<file path="src/rtl/cacheline_adaptor.sv">
// cacheline_adaptor: bridges a 256-bit cache-line request (read or write) to a
// 64-bit, 4-beat burst memory interface, and acknowledges with one resp_o pulse.
//
// Handshake: read_i/write_i are level requests. They are sampled only in IDLE
// and must be held until resp_o. The memory accepts or returns one beat on each
// cycle that has resp_i=1. read_o/write_o stay high from the first beat to the
// last beat, and they drop on the edge that carries the fourth resp_i.
module cacheline_adaptor #(
    parameter int LINE_W  = 256,
    parameter int BURST_W = 64,
    parameter int ADDR_W  = 32
) (
    input  logic              clk,
    input  logic              rst_n,
    input  logic [LINE_W-1:0] line_i,
    output logic [LINE_W-1:0] line_o,
    input  logic [ADDR_W-1:0] address_i,
    input  logic              read_i,
    input  logic              write_i,
    output logic              resp_o,
    input  logic [BURST_W-1:0] burst_i,
    output logic [BURST_W-1:0] burst_o,
    output logic [ADDR_W-1:0] address_o,
    output logic              read_o,
    output logic              write_o,
    input  logic              resp_i
);

    localparam int OFF_W = $clog2(LINE_W / 8);

    typedef enum logic [2:0] {
        IDLE     = 3'd0,
        RD_BURST = 3'd1,
        RD_DONE  = 3'd2,
        WR_BURST = 3'd3,
        WR_DONE  = 3'd4
    } state_t;

    state_t              state;
    logic [1:0]          cnt;
    logic [1:0]          next_cnt;
    logic [LINE_W-1:0]   wbuf;
    logic [LINE_W-1:0]   rbuf;

    assign next_cnt = cnt + 2'd1;

    // Burst sequencer: every output is driven from this one registered FSM.
    always_ff @(posedge clk or negedge rst_n) begin
        if (!rst_n) begin
            state     <= IDLE;
            cnt       <= 2'd0;
            wbuf      <= '0;
            rbuf      <= '0;
            line_o    <= '0;
            burst_o   <= '0;
            address_o <= '0;
            read_o    <= 1'b0;
            write_o   <= 1'b0;
            resp_o    <= 1'b0;
        end else begin
            case (state)
                IDLE: begin
                    resp_o <= 1'b0;
                    cnt    <= 2'd0;
                    // A read request takes priority when both requests are high.
                    if (read_i) begin
                        address_o <= {address_i[ADDR_W-1:OFF_W], {OFF_W{1'b0}}};
                        read_o    <= 1'b1;
                        state     <= RD_BURST;
                    end else if (write_i) begin
                        address_o <= {address_i[ADDR_W-1:OFF_W], {OFF_W{1'b0}}};
                        wbuf      <= line_i;
                        burst_o   <= line_i[BURST_W-1:0];
                        write_o   <= 1'b1;
                        state     <= WR_BURST;
                    end
                end
                RD_BURST: begin
                    if (resp_i) begin
                        rbuf[cnt*BURST_W +: BURST_W] <= burst_i;
                        cnt <= next_cnt;
                        if (cnt == 2'd3) begin
                            // Assemble the completed line from the final beat.
                            line_o <= {burst_i, rbuf[LINE_W-BURST_W-1:0]};
                            read_o <= 1'b0;
                            resp_o <= 1'b1;
                            state  <= RD_DONE;
                        end
                    end
                end
                RD_DONE: begin
                    resp_o <= 1'b0;
                    state  <= IDLE;
                end
                WR_BURST: begin
                    if (resp_i) begin
                        cnt <= next_cnt;
                        // Present the next beat on the same edge that retires this one.
                        burst_o <= wbuf[next_cnt*BURST_W +: BURST_W];
                        if (cnt == 2'd3) begin
                            write_o <= 1'b0;
                            resp_o  <= 1'b1;
                            state   <= WR_DONE;
                        end
                    end
                end
                WR_DONE: begin
                    resp_o <= 1'b0;
                    state  <= IDLE;
                end
                default: begin
                    state   <= IDLE;
                    cnt     <= 2'd0;
                    read_o  <= 1'b0;
                    write_o <= 1'b0;
                    resp_o  <= 1'b0;
                end
            endcase
        end
    end

endmodule

</file>
<file path="config.mk">
export PLATFORM = sky130hd
export DESIGN_NAME = cacheline_adaptor
export DESIGN_NICKNAME = d
export VERILOG_FILES = /design/src/rtl/cacheline_adaptor.sv
export SDC_FILE = /design/constraint.sdc
export NUM_CORES = 1
export LEC_CHECK = 0
export ABC_AREA = 1
export CAP_MARGIN = 25
export CORE_MARGIN = 1.5
export CORE_UTILIZATION = 45
export CTS_CLUSTER_SIZE = 14
export DETAILED_ROUTE_END_ITERATION = 12
export GPL_TIMING_DRIVEN = 0
export PLACE_DENSITY = 0.8
export SYNTH_ARGS = -nofsm -noshare
export SYNTH_HDL_FRONTEND = slang
export SYNTH_SLANG_ARGS = --single-unit
</file>
<file path="constraint.sdc">
create_clock -name clk -period 3.5 [get_ports clk]
set_clock_uncertainty 0.1 [all_clocks]
set_input_delay 0.875 -clock clk [delete_from_list [all_inputs] [get_ports clk]]
set_output_delay 0.875 -clock clk [all_outputs]
set_load 0.1 [all_outputs]
</file>
==> impl_metrics.toml <==
[synthesis]
synth-compound-area-share = 0.108
synth_cell_type_count = 23
ys_seq_elements = 803
synth_warnings = 0
synth_top_family_by_area = "simple AND/OR/NAND/NOR gates"
synthSimpleGateAreaFrac = 0.201
syn_inst = 4221
yosysSeqAreaShare = 0.582
postSynthAreaPerCell_um2 = 8.19
synth-xor-area-share = 0
syn_area_um2 = 34600
synthMuxAreaShare = 0
synthAdderAreaFrac = 0.00181

[setup_path]
worstPathArrival_ns = 2.41
crit_buf_inv = 1
crit_fanout = 3
crit_type = "flop to output pin"
crit_family = "buffers and inverters"
cp-start-kind = "flop"
r2r_cells = 12
worstSetupEndpointType = "output pin"
crit_chain = "clkdlybuf4s50_1"
ff2ff_setup_slack_ns = 0.17
slowest_delay_ns = 1.20
r2r-end = "burst_o[21]"
cp.required_ns = 2.52
crit_slowest_cell = "clkdlybuf4s50_1"
regToRegStartpoint = "cnt[0]"

[sta]
grt_setup_unrepaired = "false"
period_minus_slack_ns = 3.39
slew_violations = 0
setup_ws_ns = 0.114
max_freq_mhz = 295
fin_setup_tns_ns = 0
tightest_slew_ns = 1.12
slew_headroom = 0.252
hold_violations = 0
period_share = 0.967
setup_viol = 0

[cts]
cts_root_buffer = "clkbuf_16"
cts_buffers = 84
cts_max_level = 3
clock_tree.buffer_depth = 3
clk_pin_slew_ns = 0.07
clock-sinks = 803
clock_latency_ns = 0.65
cts_tree = "yes"

[cells_and_area]
fin_area_um2 = 46600
drive_above_1_share = 0.0650
fin_nets = 5400
final_common_cell = "nand2_1"
n_fill_cell = 6259
area_growth_pct = 34.7
final_cell_mix = "nand2_1, dfrtp_1, clkdlybuf4s50_1"

[floorplanning]
fp.dieH_um = 280
rows = 101
die_w_um = 280
core_um2 = 75900
initial_core_util = 0.455
io_pins = 712
die-area_um2 = 78500

[global_routing]
overflow = 0
grt_max_degree = 124
grt_pass1_wl_mm = 188
grt_pass1_vias = 31800
grt.total_usage = 0.317
antenna_found_initial = 20

[detailed_routing]
drc = 0
wl_per_cell_um = 20.4
drt-vias-per-instance = 5.22
drtIter0Drc = 3056
wl_mm = 126
drt-pass1-iter-count = 7
ant_nets = 0
vias = 32100

[power]
p_clk_frac = 0.196
power_switching_mw = 24.0
p_leak_nw = 22.2
p_total_mw = 48.3
sequentialPowerShare = 0.298
power_density_nw_per_um2 = 1040
switching_share = 0.496
p_int_mw = 24.3
peakVddDrop_uv = 1240
pwr-share-comb = 0.506

[min_path]
hp-start = "line_o[41]"
min_path_type = "flop to flop"
min_to = "line_o[41]"
holdPathStages = 2

[place]
placed_area_um2 = 43500
place_ws_ns = -0.979
gp_congestion = 0.940
port_buffers = 700
hpwl_mm = 93.3

[job]
max_cap_violations = 0

[run_status]
status = "finished clean"
[layout make-up]
cell class / instances / area (um^2) / share of cell area
Timing Repair Buffer: 728 / 7720 / 0.166
Buffer: 268 / 1250 / 0.0268
Tap cell: 1030 / 1290 / 0.0277
Clock buffer: 119 / 2450 / 0.0527
Clock inverter: 33 / 462 / 0.00992
Inverter: 668 / 2510 / 0.0539
Antenna cell: 11 / 27.5 / 0.000591
Sequential cell: 803 / 20100 / 0.432
Multi-Input combinational cell: 2485 / 10700 / 0.231
[synth_stat cells, drive strengths merged]
master	number	area, um^2
a21oi	196	981
o21ai	546	2740
clkbuf	105	394
dfrtp	803	20100
inv	667	2500
nand2	1127	4240
conb	1	3.75
nand3	326	1640
ha	5	62.6
buf	164	831
nor2	279	1060
nand4	1	6.26
clkinv	1	3.75
[repair_timing]
| item | in CTS | in global routing |
|---|---|---|
| hold buffers | 1 | 0 |
| pin swaps | 1 | 0 |
| hold endpoints to repair | 30 | 0 |
| setup endpoints to repair | 257 | 97 |
| gates resized for setup | 20 | 1 |
| buffers inserted | 2 | 0 |
| gates cloned | 0 | 0 |
[flip-flops by register name, indices dropped and copies added, names as in the netlist]
name,cells
cnt,2
address_o,27
read_o,1
wbuf,256
line_o,256
rbuf,192
write_o,1
burst_o,64
state,3
resp_o,1
[metal layers]
layer	vias to the layer above	track usage	routed length, um
li1	14600	-	-
met2	1590	0.531	60400
met3	364	0.0900	11900
met5	-	0	139
met1	15500	0.372	46500
met4	20	0.156	6540
[cell families (layout without fill, tap and decap cells)]
group | after synthesis | after routing
AO/OA/AOI/OAI | 742 | 742
adder cells (fa/ha/maj) | 5 | 5
buffers and inverters | 937 | 1816
flip-flops | 803 | 803
other | 1 | 16
AND/OR/NAND/NOR | 1733 | 1733
[stage by stage]
stage / hold slack, ns / cells / utilization
3_3_place_gp: 0.357 / 5955 / 0.564
5_1_grt: 0.398 / 6141 / 0.613
3_5_place_dp: 0.367 / 5978 / 0.573
4_1_cts: 0.386 / 6132 / 0.612
2_1_floorplan: 0.353 / 4225 / -
6_report: 0.382 / 6145 / 0.613
[power by group through the flow]
| stage | Clock (mW) | Combinational (mW) | Sequential (mW) |
|---|---|---|---|
| floorplan | 0 | 7.38 | 23.6 |
| global placement | 0 | 23.4 | 14.5 |
| detailed placement | 0 | 24.1 | 14.4 |
| CTS | 9.48 | 24.3 | 14.3 |
| global route | 9.87 | 25.9 | 14.7 |
| finish | 9.45 | 24.4 | 14.4 |
[worst max-delay path by stage]
stage | from | end | slack, ns | cells past startpoint
finish | line_o[66] | line_o[66] | 0.11 | 1
global route | cnt[0] | burst_o[51] | 0.03 | 12
CTS | cnt[0] | burst_o[21] | 0.04 | 12
detailed placement | cnt[0] | burst_o[57] | -0.98 | 12
floorplan | cnt[0] | burst_o[43] | 1.05 | 13
global placement | rst_n | burst_o[16] | -34.24 | 1
[worst register-to-register path: cells and delay by family, from the launching register on]
family,cells,cell delay (ns)
AND/OR/NAND/NOR,4,0.45
flip-flops,1,0.48
buffers and inverters,7,1.95
adder cells (fa/ha/maj),1,0.28
Note: power is estimated with default switching activity, not from simulation.
